[src/rtl/sram_arb_pkg.sv]
// Shared types and helpers for the byte SRAM arbiter.
// State enum, lane count, sel-mask helpers, out-of-range read pattern.
package sram_arb_pkg;

  typedef enum logic [1:0] {
    S_IDLE,
    S_DBG_BYTE,
    S_DBG_LAST,
    S_DBG_ACK
  } state_e;

  localparam int LANES = 4;

  localparam logic [31:0] DEADBEEF = 32'hDEADBEEF;

  // Isolate the lowest set lane of a sel mask (one-hot or zero).
  function automatic logic [LANES-1:0] sel_low_bit(
    input logic [LANES-1:0] m
  );
    return m & (~m + LANES'(1));
  endfunction

  // Remove the lowest set lane from a sel mask.
  function automatic logic [LANES-1:0] sel_clr_low(
    input logic [LANES-1:0] m
  );
    return m & (m - LANES'(1));
  endfunction

endpackage

[src/rtl/sram_arb_lane_seq.sv]
// Remaining-lane tracker for split Wishbone word accesses.
// Ports: clk/rst_n, i_load+i_sel (new mask), i_step, i_clr; o_lane, o_last, o_any.
module sram_arb_lane_seq
  import sram_arb_pkg::*;
(
  input  logic             clk,
  input  logic             rst_n,
  input  logic             i_load,
  input  logic [LANES-1:0] i_sel,
  input  logic             i_step,
  input  logic             i_clr,
  output logic [1:0]       o_lane,
  output logic             o_last,
  output logic             o_any
);

  logic [LANES-1:0] mask_q;
  logic [LANES-1:0] mask_d;
  logic [LANES-1:0] src;
  logic [LANES-1:0] low;
  logic [LANES-1:0] rest;

  // A load presents the incoming sel immediately so the first
  // byte can be issued in the same cycle the word is accepted.
  always_comb begin
    src    = i_load ? i_sel : mask_q;
    low    = sel_low_bit(src);
    rest   = sel_clr_low(src);
    o_any  = |src;
    o_last = o_any && (rest == '0);
    o_lane = 2'd0;
    unique case (1'b1)
      low[1]:  o_lane = 2'd1;
      low[2]:  o_lane = 2'd2;
      low[3]:  o_lane = 2'd3;
      default: o_lane = 2'd0;
    endcase
  end

  always_comb begin
    mask_d = mask_q;
    if (i_clr) begin
      mask_d = '0;
    end else if (i_load || i_step) begin
      mask_d = rest;
    end
  end

  always_ff @(posedge clk or negedge rst_n) begin
    if (!rst_n) begin
      mask_q <= '0;
    end else begin
      mask_q <= mask_d;
    end
  end

endmodule

[src/rtl/sram_arbiter.sv]
// Arbitrates a 512x8 SRAM between the core byte port and a 32-bit
// Wishbone debug port that is split into per-lane byte accesses.
// Ports: wb_clk_i/wb_rst_ni; core i_c_*/o_c_*; Wishbone i_wb_*/o_wb_*;
// SRAM o_sram_*/i_sram_rdata (read data one cycle after ren).
// Build option: SRAM_ARB_RANGE_CHK_EN rejects debug adr >= MEMSIZE
// with a one-cycle ack and 32'hDEADBEEF; otherwise the address wraps.
module sram_arbiter
  import sram_arb_pkg::*;
#(
  parameter int MEMSIZE    = 512,
  parameter int AW         = 9,
  parameter int STARVE_LIM = 16
) (
  input  logic          wb_clk_i,
  input  logic          wb_rst_ni,
  input  logic [AW-1:0] i_c_raddr,
  input  logic          i_c_ren,
  input  logic [AW-1:0] i_c_waddr,
  input  logic [7:0]    i_c_wdata,
  input  logic          i_c_wen,
  output logic          o_c_gnt,
  output logic [7:0]    o_c_rdata,
  output logic          o_c_rvalid,
  input  logic [31:0]   i_wb_adr,
  input  logic [31:0]   i_wb_dat,
  input  logic [3:0]    i_wb_sel,
  input  logic          i_wb_we,
  input  logic          i_wb_cyc,
  input  logic          i_wb_stb,
  output logic [31:0]   o_wb_rdt,
  output logic          o_wb_ack,
  output logic [AW-1:0] o_sram_raddr,
  output logic          o_sram_ren,
  output logic [AW-1:0] o_sram_waddr,
  output logic [7:0]    o_sram_wdata,
  output logic          o_sram_wen,
  input  logic [7:0]    i_sram_rdata
);

  localparam int SW = $clog2(STARVE_LIM + 1);

  logic [1:0] rsync_q;
  logic [1:0] rsync_d;
  logic       rst_n;

  state_e          state_q, state_d;
  logic [AW-3:0]   base_q, base_d;
  logic [31:0]     dat_q, dat_d;
  logic            we_q, we_d;
  logic [SW-1:0]   starve_q, starve_d;
  logic [31:0]     buf_q, buf_d;
  logic [31:0]     rdt_q, rdt_d;
  logic            pend_q, pend_d;
  logic [1:0]      pend_lane_q, pend_lane_d;
  logic            crv_q, crv_d;

  logic            dbg_req;
  logic            c_req;
  logic            force_dbg;
  logic            oor;
  logic [3:0]      sel_in;
  logic            dbg_start;
  logic            seq_step;
  logic            seq_clr;
  logic [1:0]      seq_lane;
  logic            seq_last;
  logic            seq_any;
  logic            dbg_go;
  logic            core_go;
  logic [AW-3:0]   a_base;
  logic [31:0]     a_dat;
  logic            a_we;
  logic            unused_adr;

  // Async assert, sync release; the released reset also gates the
  // combinational grant/enable paths so outputs stay 0 until then.
  always_comb rsync_d = {rsync_q[0], 1'b1};

  always_ff @(posedge wb_clk_i or negedge wb_rst_ni) begin
    if (!wb_rst_ni) begin
      rsync_q <= '0;
    end else begin
      rsync_q <= rsync_d;
    end
  end

  assign rst_n = rsync_q[1];

  assign dbg_req   = i_wb_cyc & i_wb_stb;
  assign c_req     = i_c_ren | i_c_wen;
  assign force_dbg = (starve_q == SW'(STARVE_LIM));

`ifdef SRAM_ARB_RANGE_CHK_EN
  assign oor = (i_wb_adr >= 32'(MEMSIZE));
`else
  localparam int unused_memsize = MEMSIZE;
  assign oor = 1'b0;
`endif

  assign unused_adr = ^{i_wb_adr[31:AW], i_wb_adr[1:0]};

  assign sel_in    = oor ? 4'b0000 : i_wb_sel;
  assign dbg_start = rst_n && (state_q == S_IDLE) && dbg_req
                     && (!c_req || force_dbg);

  sram_arb_lane_seq u_lane_seq (
    .clk    (wb_clk_i),
    .rst_n  (rst_n),
    .i_load (dbg_start),
    .i_sel  (sel_in),
    .i_step (seq_step),
    .i_clr  (seq_clr),
    .o_lane (seq_lane),
    .o_last (seq_last),
    .o_any  (seq_any)
  );

  always_comb begin
    state_d      = state_q;
    base_d       = base_q;
    dat_d        = dat_q;
    we_d         = we_q;
    starve_d     = starve_q;
    buf_d        = buf_q;
    rdt_d        = rdt_q;
    pend_d       = 1'b0;
    pend_lane_d  = pend_lane_q;
    crv_d        = 1'b0;
    seq_step     = 1'b0;
    seq_clr      = 1'b0;
    dbg_go       = 1'b0;
    core_go      = 1'b0;
    a_base       = base_q;
    a_dat        = dat_q;
    a_we         = we_q;
    o_c_gnt      = 1'b0;
    o_sram_raddr = '0;
    o_sram_ren   = 1'b0;
    o_sram_waddr = '0;
    o_sram_wdata = '0;
    o_sram_wen   = 1'b0;

    // Byte returned for the debug read issued last cycle.
    if (pend_q) begin
      buf_d[8*pend_lane_q +: 8] = i_sram_rdata;
    end

    if (rst_n) begin
      unique case (state_q)
        S_IDLE: begin
          if (dbg_start) begin
            starve_d = '0;
            base_d   = i_wb_adr[AW-1:2];
            dat_d    = i_wb_dat;
            we_d     = i_wb_we;
            buf_d    = '0;
            a_base   = i_wb_adr[AW-1:2];
            a_dat    = i_wb_dat;
            a_we     = i_wb_we;
            if (oor) begin
              rdt_d   = DEADBEEF;
              state_d = S_DBG_ACK;
            end else if (!seq_any) begin
              rdt_d   = '0;
              state_d = S_DBG_ACK;
            end else begin
              dbg_go = 1'b1;
            end
          end else begin
            core_go  = 1'b1;
            starve_d = dbg_req ? starve_q + SW'(1) : '0;
          end
        end
        S_DBG_BYTE: begin
          if (!i_wb_cyc) begin
            seq_clr = 1'b1;
            state_d = S_IDLE;
          end else begin
            dbg_go   = 1'b1;
            seq_step = 1'b1;
          end
        end
        S_DBG_LAST: begin
          if (!i_wb_cyc) begin
            state_d = S_IDLE;
          end else begin
            rdt_d   = buf_d;
            state_d = S_DBG_ACK;
          end
        end
        S_DBG_ACK: begin
          core_go = 1'b1;
          state_d = S_IDLE;
        end
        default: state_d = S_IDLE;
      endcase
    end

    if (dbg_go) begin
      if (a_we) begin
        o_sram_wen   = 1'b1;
        o_sram_waddr = {a_base, seq_lane};
        o_sram_wdata = a_dat[8*seq_lane +: 8];
      end else begin
        o_sram_ren   = 1'b1;
        o_sram_raddr = {a_base, seq_lane};
        pend_d       = 1'b1;
        pend_lane_d  = seq_lane;
      end
      if (seq_last) begin
        state_d = a_we ? S_DBG_ACK : S_DBG_LAST;
      end else begin
        state_d = S_DBG_BYTE;
      end
    end

    if (core_go && c_req) begin
      o_c_gnt      = 1'b1;
      o_sram_ren   = i_c_ren;
      o_sram_raddr = i_c_raddr;
      o_sram_wen   = i_c_wen;
      o_sram_waddr = i_c_waddr;
      o_sram_wdata = i_c_wdata;
      crv_d        = i_c_ren;
    end
  end

  always_ff @(posedge wb_clk_i or negedge rst_n) begin
    if (!rst_n) begin
      state_q     <= S_IDLE;
      base_q      <= '0;
      dat_q       <= '0;
      we_q        <= 1'b0;
      starve_q    <= '0;
      buf_q       <= '0;
      rdt_q       <= '0;
      pend_q      <= 1'b0;
      pend_lane_q <= '0;
      crv_q       <= 1'b0;
    end else begin
      state_q     <= state_d;
      base_q      <= base_d;
      dat_q       <= dat_d;
      we_q        <= we_d;
      starve_q    <= starve_d;
      buf_q       <= buf_d;
      rdt_q       <= rdt_d;
      pend_q      <= pend_d;
      pend_lane_q <= pend_lane_d;
      crv_q       <= crv_d;
    end
  end

  assign o_c_rvalid = crv_q;
  assign o_c_rdata  = crv_q ? i_sram_rdata : 8'h00;
  assign o_wb_ack   = (state_q == S_DBG_ACK);
  assign o_wb_rdt   = rdt_q;

endmodule
[config.mk]
export PLATFORM = sky130hd
export DESIGN_NAME = sram_arbiter
export DESIGN_NICKNAME = d
export VERILOG_FILES = /design/src/rtl/sram_arb_pkg.sv /design/src/rtl/sram_arb_lane_seq.sv /design/src/rtl/sram_arbiter.sv
export SDC_FILE = /design/constraint.sdc
export NUM_CORES = 1
export LEC_CHECK = 0
export ABC_AREA = 1
export ABC_CLOCK_PERIOD_IN_PS = 16470
export CORE_MARGIN = 10
export CORE_UTILIZATION = 52
export DETAILED_ROUTE_END_ITERATION = 12
export GPL_TIMING_DRIVEN = 1
export PLACE_DENSITY_LB_ADDON = 0.2
export SETUP_SLACK_MARGIN = 0.2
export SLEW_MARGIN = 40
export SYNTH_ARGS = -nofsm -noshare
export SYNTH_HDL_FRONTEND = slang
export SYNTH_HIERARCHICAL = 1
export SYNTH_SLANG_ARGS = --single-unit
[constraint.sdc]
create_clock -name wb_clk_i -period 16.47 [get_ports wb_clk_i]
set_input_delay 3.294 -clock wb_clk_i [delete_from_list [all_inputs] [get_ports wb_clk_i]]
set_output_delay 3.294 -clock wb_clk_i [all_outputs]
set_load 0.01 [all_outputs]
==> results.md <==
- Status: complete, no violations
- Max_slew headroom: 0.429
- Vias/cell: approximately 5
- Routability Congestion: 0.867
- Final clock skew: 0.00721 ns
- Hold_buf cts: 0
- Initial antenna violation count: 2
- Largest family of logic cells by synthesized area: simple AND/OR/NAND/NOR gates
- Avg WL per Cell: around 15 um
- Maximum clock rate: 92.7 MHz
- Capture point of the worst reg-to-reg path: o_wb_rdt[31]$_DFFE_PN0P_
- Final core utilization: 0.720
- CP Capture Type: output pin
- Critical Path Source Type: primary input
- Sequential area share after synthesis: 0.464
- Fraction of layout cells with a size suffix above 1: 0.0648
- Fin Setup TNS: 0 ns
- Fin crit share: 0.655
- Slowest cell on the critical path: nand2_1
- Die height: 132 um
- Initial Util: 0.534
- Avg Inst Size Synth: 7.63 um2
- TritonCTS Buffers: 17
- Core Rows: 40
- Syn Inst Count: 848
- Synth Net Count: 968
- Clk buf depth: 2
- Critical path arrival: 7.49 ns
- Crit path cell chain: clkdlybuf4s50_1, or2_2, nand2_4, nand2_2, clkinv_1, nand2_1, nand3_4, nor2_4, nand2_1, nand2_1, inv_1, nand3_1, nand3_1, nand3_1, nand2_1, clkdlybuf4s50_1
- Most numerous cell on the critical path: nand2_1
- VDD IR max: 0.0000714 V
- Clock-pin slew on the worst setup and hold paths: 0.06 ns
- R2r setup slk: 13.07 ns
- FF-to-FF Start: starve_q[0]$_DFFE_PN0P_
- Crit-path leading delay family: simple AND/OR/NAND/NOR gates
- Synth area leader: dfrtp_1
- Grt total ovfl: 0
- First-pass GRT wire length: around 29000 um
- Post-CTS Setup Repair Bufs: 0
- Largest net degree at the start of global routing: 74
- Routed Wire Length: 17700 um
- CP Buf/Inv Count: 4
- Hold crit path type: flip-flop to asynchronous set/reset pin
- Final Power: between 1 and 1.5 mW
- Critical path peak fanout: 36
- Synth top area share: 0.464
- Synth top area cells: dfrtp_1, nand2_1, nand3_1
- Io pins: 180
- Critical path startpoint: i_c_wen
- Nets@finish: 1110
- Slowest cell delay on critical path: 0.62 ns
- Final ANT Viol Nets: 0
- DRC Markers: 0
- Worst-Skew Late Latency: 0.41 ns
- Port Buffers: 154
- DRT iter0 DRCs: 555
- Fillers: roughly 980
- Commonest non-fill, non-tap cells in the layout: nand2_1, clkdlybuf4s50_1, inv_1
- Die area: approximately 17000 um2
- Die W: 132 um
- H-tree levels: 4
- CTS tree: done
- First-pass DRT Iterations: 5
- Reg area: 3010 um2
- Met2 WL: around 8500 um
- P per Cell Area: 160 nW/um2
- Met3 wire length: 1240 um
- CORE AREA: roughly 12000 um2
- Commonest non-fill, non-tap cell in the layout: nand2_1
- Via count: 5947
- Max Slew Vio Count: 0
- Post-CTS resize count: 0
- HPWL after detailed placement: 12100 um
- Number of clock sinks: 120
- Max cap viols: 0
- Layout area overhead: 34.9%
- Synth Area in Simple Gates: 0.319
- # setup viols final: 0
- Post-synthesis mux area share: 0
- GRT Overall Usage: 0.201
- Met1 wire length: about 7600 um
- Crit path time final: 10.78 ns
- Placed insts: 1138
- R2R depth: 18
- CTS Root Cell: clkbuf_16
- Yosys cell types: 35
- Final hold violation count: 0
- Worst-margin pin slew: 0.855 ns
- Unrepaired setup endpoints after global routing: false
- Area share of xor/xnor cells in the synthesized design: 0.00406
- Synth Area in Compound Gates: 0.0691
- Area share of fa/ha/maj cells after synthesis: 0.0213
- Cell area after synthesis: 6470 um2
- Pleak: 4.31 nW
- Post-synth EDFFs: 0
- Non-Filler Instances: 1172
- Max Used Layer: met5
- Post-synth ARST share: 1.00
- Yosys warning count: 6
- Vias in the first global route: 5926
- Required @ worst endpoint: 13.18 ns
- FF+latch count, synth: 120
- Synth Flop Type: dfrtp_1
- Critical path class: primary input to output pin
- Multi-input logic area: 2680 um2
[flip-flops by register name (all words and copies together), names as in the netlist]
signal,cells
we_q,1
o_wb_rdt,32
rsync_q,2
starve_q,5
u_lane_seq/mask_q,3
state_q,2
o_c_rvalid,1
dat_q,32
base_q,7
pend_q,1
pend_lane_q,2
buf_q,32
[per-stage QoR]
stage | setup slack, ns | instance area [um2] | hold slack, ns
floorplan | 7.67 | 6470 | 0.331
detailed placement | 5.55 | 8080 | 0.286
CTS | 5.52 | 8690 | 0.289
finish | 5.69 | 8720 | 0.280
global placement | 5.58 | 8060 | 0.338
global route | 5.43 | 8720 | 0.312
[cell type report]
class / instances / area share
Antenna cell: 1 / 0.000287
Timing Repair Buffer: 161 / 0.186
Sequential cell: 120 / 0.345
Clock buffer: 18 / 0.0504
Clock inverter: 14 / 0.0199
Inverter: 155 / 0.0667
Multi-Input combinational cell: 535 / 0.307
Tap cell: 168 / 0.0241
[synthesized netlist by cell type (2+ instances only)]
cell type	instances
ha_1	11
nor2_1	8
buf_6	4
buf_2	15
clkbuf_1	16
nand2_1	222
nor3_1	4
xor2_1	2
clkinv_1	3
a21oi_1	2
dfrtp_1	120
o21ai_0	64
nand2_2	9
buf_4	3
nor2_4	4
o21ai_1	5
nand3b_1	16
nand2_4	3
and2_1	33
nand3_2	2
inv_2	2
o31ai_1	8
nand3_1	130
inv_1	150
nand4_1	2
[routing by layer]
layer / GRT usage / vias to the layer above
met2: 0.331 / 191
met5: 0 / -
met3: 0.0667 / 31
met4: 0.0643 / 2
met1: 0.242 / 2786
li1: - / 2937
[cells by family (layout without fill, tap and decap cells)]
kind of cell / Yosys count / after routing
buffers and inverters: 193 / 348
other: 1 / 2
adders and majority gates: 11 / 11
DFF: 120 / 120
AOI/OAI and AO/OA: 83 / 83
xor gates and xnor gates: 3 / 3
and+or+nand+nor: 437 / 437
[power by group]
part           switching, mW  total, mW  internal (mW)
Sequential            0.0548      0.476          0.421
Combinational          0.299      0.537          0.238
Clock                  0.138      0.381          0.243
Total                  0.492       1.39          0.902
[worst register-to-register path: cells and delay by family (launching register included)]
kind	cells	cell delay [ns]
AO/OA/AOI/OAI	2	0.19
adder cells (fa/ha/maj)	1	0.19
buffers and inverters	3	0.47
flip-flops	1	0.37
AND/OR/NAND/NOR	12	2.09
[worst max-delay path by stage]
| stage | end | slack [ns] | depth (start not counted) |
|---|---|---|---|
| floorplan | o_sram_wdata[1] | 7.67 | 18 |
| global placement | o_sram_wdata[6] | 5.58 | 16 |
| detailed placement | o_sram_wdata[6] | 5.55 | 16 |
| CTS | o_sram_wdata[5] | 5.52 | 16 |
| global route | o_sram_wdata[7] | 5.43 | 16 |
| finish | o_sram_wdata[7] | 5.69 | 16 |
Note: power is estimated with default switching activity, not from simulation.
